==> config.mk <==
export PLATFORM = sky130hd
export DESIGN_NAME = dff_bank_arbiter
export DESIGN_NICKNAME = d
export VERILOG_FILES = /design/src/rtl/dff_bank_pkg.sv /design/src/rtl/rr_pick.sv /design/src/rtl/dff_bank_arbiter.sv
export SDC_FILE = /design/constraint.sdc
export NUM_CORES = 1
export LEC_CHECK = 0
export CAP_MARGIN = 20
export CORE_MARGIN = 2
export CORE_UTILIZATION = 50
export DETAILED_ROUTE_END_ITERATION = 8
export GPL_ROUTABILITY_DRIVEN = 0
export GPL_TIMING_DRIVEN = 0
export PLACE_DENSITY = 0.78
export REMOVE_ABC_BUFFERS = 1
export SYNTH_ARGS = -nofsm -noshare
export SYNTH_HDL_FRONTEND = slang
export SYNTH_SLANG_ARGS = --single-unit
==> constraint.sdc <==
create_clock -name clock -period 4.67 [get_ports clock]
set_input_delay 0.934 -clock clock [delete_from_list [all_inputs] [get_ports clock]]
set_output_delay 0.934 -clock clock [all_outputs]
set_load 0.005 [all_outputs]
==> src/rtl/dff_bank_pkg.sv <==
// Shared types and timing constants for the dff register bank and its write arbiter.
// The settle wait is derived from the gate-level dff cell delays and the clock period.
package dff_bank_pkg;

    typedef enum logic [1:0] {
        IDLE   = 2'd0,
        DRIVE  = 2'd1,
        SETTLE = 2'd2,
        CHECK  = 2'd3
    } state_e;

    localparam int CNT_W = 4;

    // Gate-level dff cell timing: master/slave NAND chain plus bank fanout wiring.
    localparam int DFF_GATE_DELAY_PS = 150;
    localparam int DFF_CHAIN_STAGES  = 6;
    localparam int BANK_FANOUT_PS    = 100;
    localparam int CLK_PERIOD_PS     = 500;

    function automatic int ceil_div(input int num, input int den);
        return (num + den - 1) / den;
    endfunction

    localparam int DEFAULT_SETTLE_CYCLES =
        ceil_div(DFF_GATE_DELAY_PS * DFF_CHAIN_STAGES + BANK_FANOUT_PS, CLK_PERIOD_PS);

endpackage

==> src/rtl/rr_pick.sv <==
// Combinational round-robin picker: first set request at or after the pointer, wrapping.
module rr_pick #(
    parameter int NREQ  = 4,
    parameter int PTR_W = 2
) (
    input  logic [NREQ-1:0]  req_i,
    input  logic [PTR_W-1:0] ptr_i,
    output logic [NREQ-1:0]  onehot_o,
    output logic [PTR_W-1:0] idx_o,
    output logic             any_o
);

    logic             found_s;
    logic [PTR_W-1:0] cand_s;

    // Scan requesters starting at the pointer; the first hit wins.
    always_comb begin
        onehot_o = '0;
        idx_o    = '0;
        found_s  = 1'b0;
        cand_s   = '0;
        for (int k = 0; k < NREQ; k++) begin
            cand_s = PTR_W'((int'(ptr_i) + k) % NREQ);
            if (!found_s && req_i[cand_s]) begin
                found_s          = 1'b1;
                onehot_o[cand_s] = 1'b1;
                idx_o            = cand_s;
            end else begin
                found_s = found_s;
            end
        end
        any_o = |req_i;
    end

endmodule

==> src/rtl/dff_bank_arbiter.sv <==
// Round-robin write arbiter and load sequencer for a shared dff register bank.
// Each write: drive data with a load strobe, wait for the cell chain to settle, verify, ack.
module dff_bank_arbiter
    import dff_bank_pkg::*;
#(
    parameter int NREQ          = 4,
    parameter int WIDTH         = 8,
    parameter int SETTLE_CYCLES = DEFAULT_SETTLE_CYCLES
) (
    input  logic                  clock,
    input  logic                  clear,
    input  logic [NREQ-1:0]       req,
    input  logic [NREQ*WIDTH-1:0] req_data,
    output logic [NREQ-1:0]       grant,
    output logic [NREQ-1:0]       ack,
    output logic [WIDTH-1:0]      bank_data,
    output logic                  bank_load,
    input  logic [WIDTH-1:0]      bank_q,
    output logic [WIDTH-1:0]      rd_data,
    output logic                  busy,
    output logic                  mismatch
);

    localparam int PTR_W = $clog2(NREQ);

    state_e           state_q;
    logic [PTR_W-1:0] ptr_q;
    logic [PTR_W-1:0] win_idx_q;
    logic [NREQ-1:0]  win_oh_q;
    logic [WIDTH-1:0] data_q;
    logic [CNT_W-1:0] cnt_q;
    logic [NREQ-1:0]  grant_q;
    logic [NREQ-1:0]  ack_q;
    logic [WIDTH-1:0] bank_data_q;
    logic             bank_load_q;
    logic [WIDTH-1:0] rd_data_q;
    logic             busy_q;
    logic             mismatch_q;

    logic [NREQ-1:0]  pick_oh_s;
    logic [PTR_W-1:0] pick_idx_s;
    logic             pick_any_s;
    logic [PTR_W-1:0] ptr_d;

    rr_pick #(
        .NREQ  (NREQ),
        .PTR_W (PTR_W)
    ) u_rr_pick (
        .req_i    (req),
        .ptr_i    (ptr_q),
        .onehot_o (pick_oh_s),
        .idx_o    (pick_idx_s),
        .any_o    (pick_any_s)
    );

    assign ptr_d = (win_idx_q == PTR_W'(NREQ - 1)) ? '0 : win_idx_q + PTR_W'(1);

    // Arbitration FSM; outputs are registered and trail the state by one cycle.
    always_ff @(posedge clock) begin
        if (!clear) begin
            state_q     <= IDLE;
            ptr_q       <= '0;
            win_idx_q   <= '0;
            win_oh_q    <= '0;
            data_q      <= '0;
            cnt_q       <= '0;
            grant_q     <= '0;
            ack_q       <= '0;
            bank_data_q <= '0;
            bank_load_q <= 1'b0;
            rd_data_q   <= '0;
            busy_q      <= 1'b0;
            mismatch_q  <= 1'b0;
        end else begin
            ack_q       <= '0;
            bank_load_q <= 1'b0;
            busy_q      <= (state_q != IDLE);
            case (state_q)
                IDLE: begin
                    if (pick_any_s) begin
                        win_idx_q <= pick_idx_s;
                        win_oh_q  <= pick_oh_s;
                        data_q    <= req_data[pick_idx_s*WIDTH +: WIDTH];
                        state_q   <= DRIVE;
                    end else begin
                        state_q <= IDLE;
                    end
                end
                DRIVE: begin
                    grant_q     <= win_oh_q;
                    bank_data_q <= data_q;
                    bank_load_q <= 1'b1;
                    cnt_q       <= CNT_W'(SETTLE_CYCLES);
                    state_q     <= SETTLE;
                end
                SETTLE: begin
                    if (cnt_q <= CNT_W'(1)) begin
                        state_q <= CHECK;
                    end else begin
                        cnt_q <= cnt_q - CNT_W'(1);
                    end
                end
                CHECK: begin
                    ack_q     <= win_oh_q;
                    rd_data_q <= bank_q;
                    if (bank_q != data_q) begin
                        mismatch_q <= 1'b1;
                    end else begin
                        mismatch_q <= mismatch_q;
                    end
                    ptr_q   <= ptr_d;
                    grant_q <= '0;
                    state_q <= IDLE;
                end
                default: begin
                    state_q <= IDLE;
                end
            endcase
        end
    end

    assign grant     = grant_q;
    assign ack       = ack_q;
    assign bank_data = bank_data_q;
    assign bank_load = bank_load_q;
    assign rd_data   = rd_data_q;
    assign busy      = busy_q;
    assign mismatch  = mismatch_q;

endmodule

After elaboration in Yosys (flattened, before gate mapping):

Index checks and enable logic that the tools add are counted.

* bits of input ports: 46
* flip-flop bits (word level): 49
* word-level logic and storage cells: 92
* output and inout bits: 27

* $add $sub $neg: 5
* bitwise operators: 3
* reductions and logical operators: 19
* mux-type cells: 35
* eq/ne operators: 7
* $lt $le $gt $ge: 9
* shift operators: 1

Operators by type and width (count)
* $shiftx A32 B6 Y8: 1
* $mux W4: 5
* $pmux W4 S2: 2
* $mux W1: 13
* $lt A2 B3 Y1 const B: 4
* $mux W2: 6
* $or A4 B4 Y4: 3
* $bmux W1 S2: 4
* $demux W1 S2: 4
* $ge A2 B1 Y1 const B: 4
* $ne A8 B8 Y1: 1
* $pmux W2 S4: 1
* $reduce_and A2 Y1: 4
* $logic_and A1 B1 Y1: 7
* $eq A2 B2 Y1 const B: 3
* $reduce_bool A2 Y1: 3
* $add A2 B1 Y2 const B: 2
* $add A2 B2 Y2 const B: 2
* $le A4 B1 Y1 const B: 1
* $ne A2 B2 Y1 const B: 2
* $reduce_or A4 Y1: 1
* $sub A4 B1 Y4 const B: 1
* $logic_not A1 Y1: 3
* $eq A2 B1 Y1 const B: 1
* $logic_not A2 Y1: 1

Depth between registers and ports, before layout:

* depth in word-level cells: 13
* depth in mapped cells: 15
* depth with buffers taken out: 8

Cells and area by module:

A second synthesis with hierarchy kept.

* cell total of the unflattened synthesis: 263
* area, all modules: 2633.8 µm²

By module, submodules not included
* dff_bank_arbiter: cells an instance 214, area each 2222.1 µm², instances 1, seq. area each 980.9 µm²
* rr_pick: cells an instance 49, area each 411.6 µm², instances 1, seq. area each 0.0 µm²

Worst setup path before layout:

No wires, ideal clock.

* kind: register -> register
* start point: register ptr_q[0]
* end point: register data_q[6]
* path slack: 874 ps
* cell stages (with the launch flop): 15
* clock period less this slack: 3796 ps
* arrival time: 3721 ps
* setup time: 75 ps
* buffers on the path: 6
* cell sequence: dfxtp_1 -> buf_6 -> clkbuf_1 -> clkbuf_1 -> inv_1 -> clkbuf_1 -> ha_1 -> buf_1 -> mux4_2 -> nor4b_4 -> o41ai_2 -> or3_1 -> buf_2 -> a221o_1 -> o211ai_2

* longest elaborated chain between the ends: 13

Ends and longest elaborated chain
* start: declaration: RTL line dff_bank_arbiter.sv:27 `logic [PTR_W-1:0] ptr_q;`
* start signal: assignment: RTL line dff_bank_arbiter.sv:111 `ptr_q <= ptr_d;`
* parallel branches: the longest is 11 deep, another holds $add A2 B1 Y2
* $mux W2 (*): RTL line rr_pick.sv:24 `if (!found_s && req_i[cand_s]) begin`
* $shiftx A32 B6 Y8 (*): RTL line dff_bank_arbiter.sv:83 `data_q <= req_data[pick_idx_s*WIDTH +: WIDTH];`
* end signal: assignment: RTL line dff_bank_arbiter.sv:83
* end: declaration: RTL line dff_bank_arbiter.sv:30 `logic [WIDTH-1:0] data_q;`

Every way passes the cells marked *. The select of a mux whose other input is x is not followed.
A chain may end at the register's enable or synchronous reset.

Worst setup path after layout:

* start point: register ptr_q[0]
* end point: register data_q[5]

Same word-level chain as after synthesis.

==> flow_metrics.py <==
metrics = {
    "clock_tree": {
        "cts_setup_buffers": 0,
        "clk_pin_slew_worst_paths_ns": 0.10,
        "cts-resized-gates": 0,
        "clock_sinks": 49,
        "cts_htree_levels": 2,
        "numCtsBuffers": 5,
        "cts_buffer_depth": 2,
        "cts_tree": "built",
        "clkLatencyLatePin_ns": 0.30,
        "ctsHoldBuffers": 0,
        "cts_root_buf": "clkbuf_8",
    },
    "global_route": {
        "grt_max_degree": 29,
        "antenna_found_initial": 0,
        "use_met3_pct": 2.67,
        "use_met2_pct": 37.6,
        "grt_usage_pct": 22.8,
        "grt_util_met1_pct": 32.0,
        "grt_pass1_vias": 2371,
        "grt_pass1_wl_um": 11700,
        "busiest_layer": "met2",
        "overflow": 0,
    },
    "floorplan": {
        "die_h_um": 81.0,
        "core_area_mm2": 0.00582,
        "io_pins": 73,
        "start_util_pct": 51.0,
        "die_x_um": 81.0,
        "design.die.area_mm2": 0.00657,
        "core.rowCount": 28,
    },
    "sta": {
        "timing_hold_violations_final": 0,
        "slew_headroom_pct": 28.3,
        "skew_ns": 0.00916,
        "hold_slack_ns": 0.493,
        "setup_viol": 0,
        "final.setup.worst_slack_ns": 0.751,
        "period_minus_slack_ns": 3.92,
        "finalMaxSlewViolations": 0,
        "tns_ns": 0,
        "min_period_over_period_pct": 83.9,
        "timing.fmax_mhz": 255,
        "rsz0062_at_grt": "no",
        "tightest_slew_ns": 1.07,
    },
    "cells_and_area": {
        "area_growth_pct": 28.2,
        "layout_common_cells": "72 x clkdlybuf4s50_1, 49 x dfxtp_1, 40 x nor2_1",
        "layout.cells.non_filler": 480,
        "drive_gt1_share_pct": 5.43,
        "finalInstanceArea_mm2": 0.00380,
        "antenna-diode-count": 0,
        "layout_commonest_cell": "clkdlybuf4s50_1",
        "fin_nets": 463,
    },
    "worst_setup_path": {
        "worst_path_max_delay_cell": "dfxtp_1",
        "cp_max_fo": 27,
        "rr_startpoint": "ptr_q[0]",
        "crit_type": "reg -> reg",
        "reg2reg_depth": 9,
        "worstPathRequired_ns": 4.85,
        "reg2reg_to": "data_q[5]",
        "r2r_slack_ns": 0.75,
        "cp-start-kind": "register",
        "crit_path_cell_trace": "buf_16 > inv_1 > ha_1 > mux4_2 > o21ba_2 > nor3_2 > a21o_1 > mux2i_1 > o21ai_0",
        "max_stage_delay_ns": 0.77,
        "arrival_ns": 4.10,
        "endpoint_kind": "register",
    },
    "synthesis": {
        "synth.distinct_cells": 44,
        "synthArstFlopShare_pct": 0,
        "yosysTopAreaCellShare_pct": 33.1,
        "avgSynthCellArea_um2": 8.50,
        "synthTopCellsByArea": "dfxtp_1 33%, mux2i_1 11%, ha_1 5.5%",
        "ys_ff_latch": 49,
        "synth_seq_area_share_pct": 33.1,
        "synth_edf_count": 0,
        "synth_area_mm2": 0.00297,
        "synthFlopType": "dfxtp_1",
        "yosysWarnings": 0,
        "yosysTopAreaCell": "dfxtp_1",
        "syn_inst": 349,
    },
    "route": {
        "drc": 0,
        "drt_iter0_markers": 181,
        "vias": 2753,
        "vias_per_cell": 5.74,
        "wl_per_cell_um": 15.4,
        "ant_nets": 0,
        "wirelength_um": 7410,
        "firstDrtPassIters": 4,
    },
    "placement": {
        "dpl_cell_area_mm2": 0.00372,
        "dp_cells": 472,
        "place_ws_ns": 0.653,
        "hpwl_um": 5240,
        "io_buffers": 72,
    },
    "worst_hold_path": {
        "worstHoldEndpoint": "mismatch",
        "min-delay-path-class": "reg -> reg",
        "min-delay-start": "mismatch",
        "hold_depth": 2,
    },
    "pwr": {
        "ir_worst_vdd_v": 0.000196,
        "leakage_uw": 0.00140,
        "p_per_area_mw_per_mm2": 426,
    },
    "outcome": {
        "outcome": "completed",
    },
    "flow_run": {
        "drv_cap": 0,
    },
}
==> metal layers <==
layer	wire, µm	share of wire, %
met1	3460	47
met5	0	0
met3	367	5.0
met2	3510	47
met4	78	1.1
==> worst max path at each step <==
| stage | from | end | slack [ns] | cells after the start |
|---|---|---|---|---|
| after floorplan | ptr_q[0] | data_q[6] | 0.98 | 8 |
| after global placement | ptr_q[0] | data_q[5] | 0.05 | 8 |
| after detailed placement | clear | data_q[6] | 0.65 | 5 |
| after CTS | ptr_q[0] | data_q[5] | 0.80 | 9 |
| after global routing | ptr_q[0] | data_q[5] | 0.55 | 9 |
| final | ptr_q[0] | data_q[5] | 0.75 | 9 |
==> critical path: cells and delay by family, from the launching register on <==
family / cells / cell delay [ns]
flip-flops: 1 / 0.77
AO/OA/AOI/OAI: 3 / 0.78
buffers and inverters: 2 / 0.49
AND/OR/NAND/NOR: 1 / 0.53
multiplexers: 2 / 0.70
adder cells (fa/ha/maj): 1 / 0.52
==> synthesized netlist by cell type (5+ instances only) <==
cell type  count
xor2_1         8
buf_2          5
clkbuf_1      17
a21oi_1       32
a32o_1         7
ha_1          13
mux2i_1       32
nor2_1        40
a21o_1         8
nand2_1       20
dfxtp_1       49
inv_1          6
nand3_1       20
o21ai_0       26
a221o_1        5
nor2b_1        9
==> layout make-up <==
class	instances	area [µm²]
Fill cell	517	2010
Multi-Input combinational cell	266	1850
Sequential cell	49	981
Timing Repair Buffer	75	767
Tap cell	75	93.8
Clock buffer	6	72.6
Inverter	7	26.3
Clock inverter	2	15.0
==> power breakdown <==
part | total, µW | leakage (µW) | internal, µW | switching (µW)
sequential | 612 | 0.000400 | 520 | 92.4
combinational | 762 | 0.000958 | 361 | 401
clock | 247 | 0.0000374 | 106 | 142
total | 1620 | 0.00140 | 986 | 635
==> cells by family after synthesis <==
family | after synthesis | share of synthesized area, %
flip-flops | 49 | 33.1
multiplexers | 38 | 14.7
adder cells (fa/ha/maj) | 13 | 5.48
AO/OA/AOI/OAI | 90 | 19.6
AND/OR/NAND/NOR | 117 | 19.8
buffers and inverters | 34 | 5.02
XOR/XNOR | 8 | 2.36
==> state kept, by name (all words and copies together), names as in the netlist, 2 cells and up <==
| signal | cells |
|---|---|
| data_q | 8 |
| rd_data | 8 |
| bank_data | 8 |
| cnt_q | 4 |
| win_idx_q | 2 |
| ptr_q | 2 |
| grant | 4 |
| win_oh_q | 4 |
| state_q | 2 |
| ack | 4 |
==> through the flow <==
stage               utilization, %  total power, µW
floorplan                        -             1090
global placement              62.9             1320
detailed placement            63.9             1370
CTS                           65.4             1620
global route                  65.4             1730
finish                        65.4             1620
Note: power is estimated with default switching activity, not from simulation.
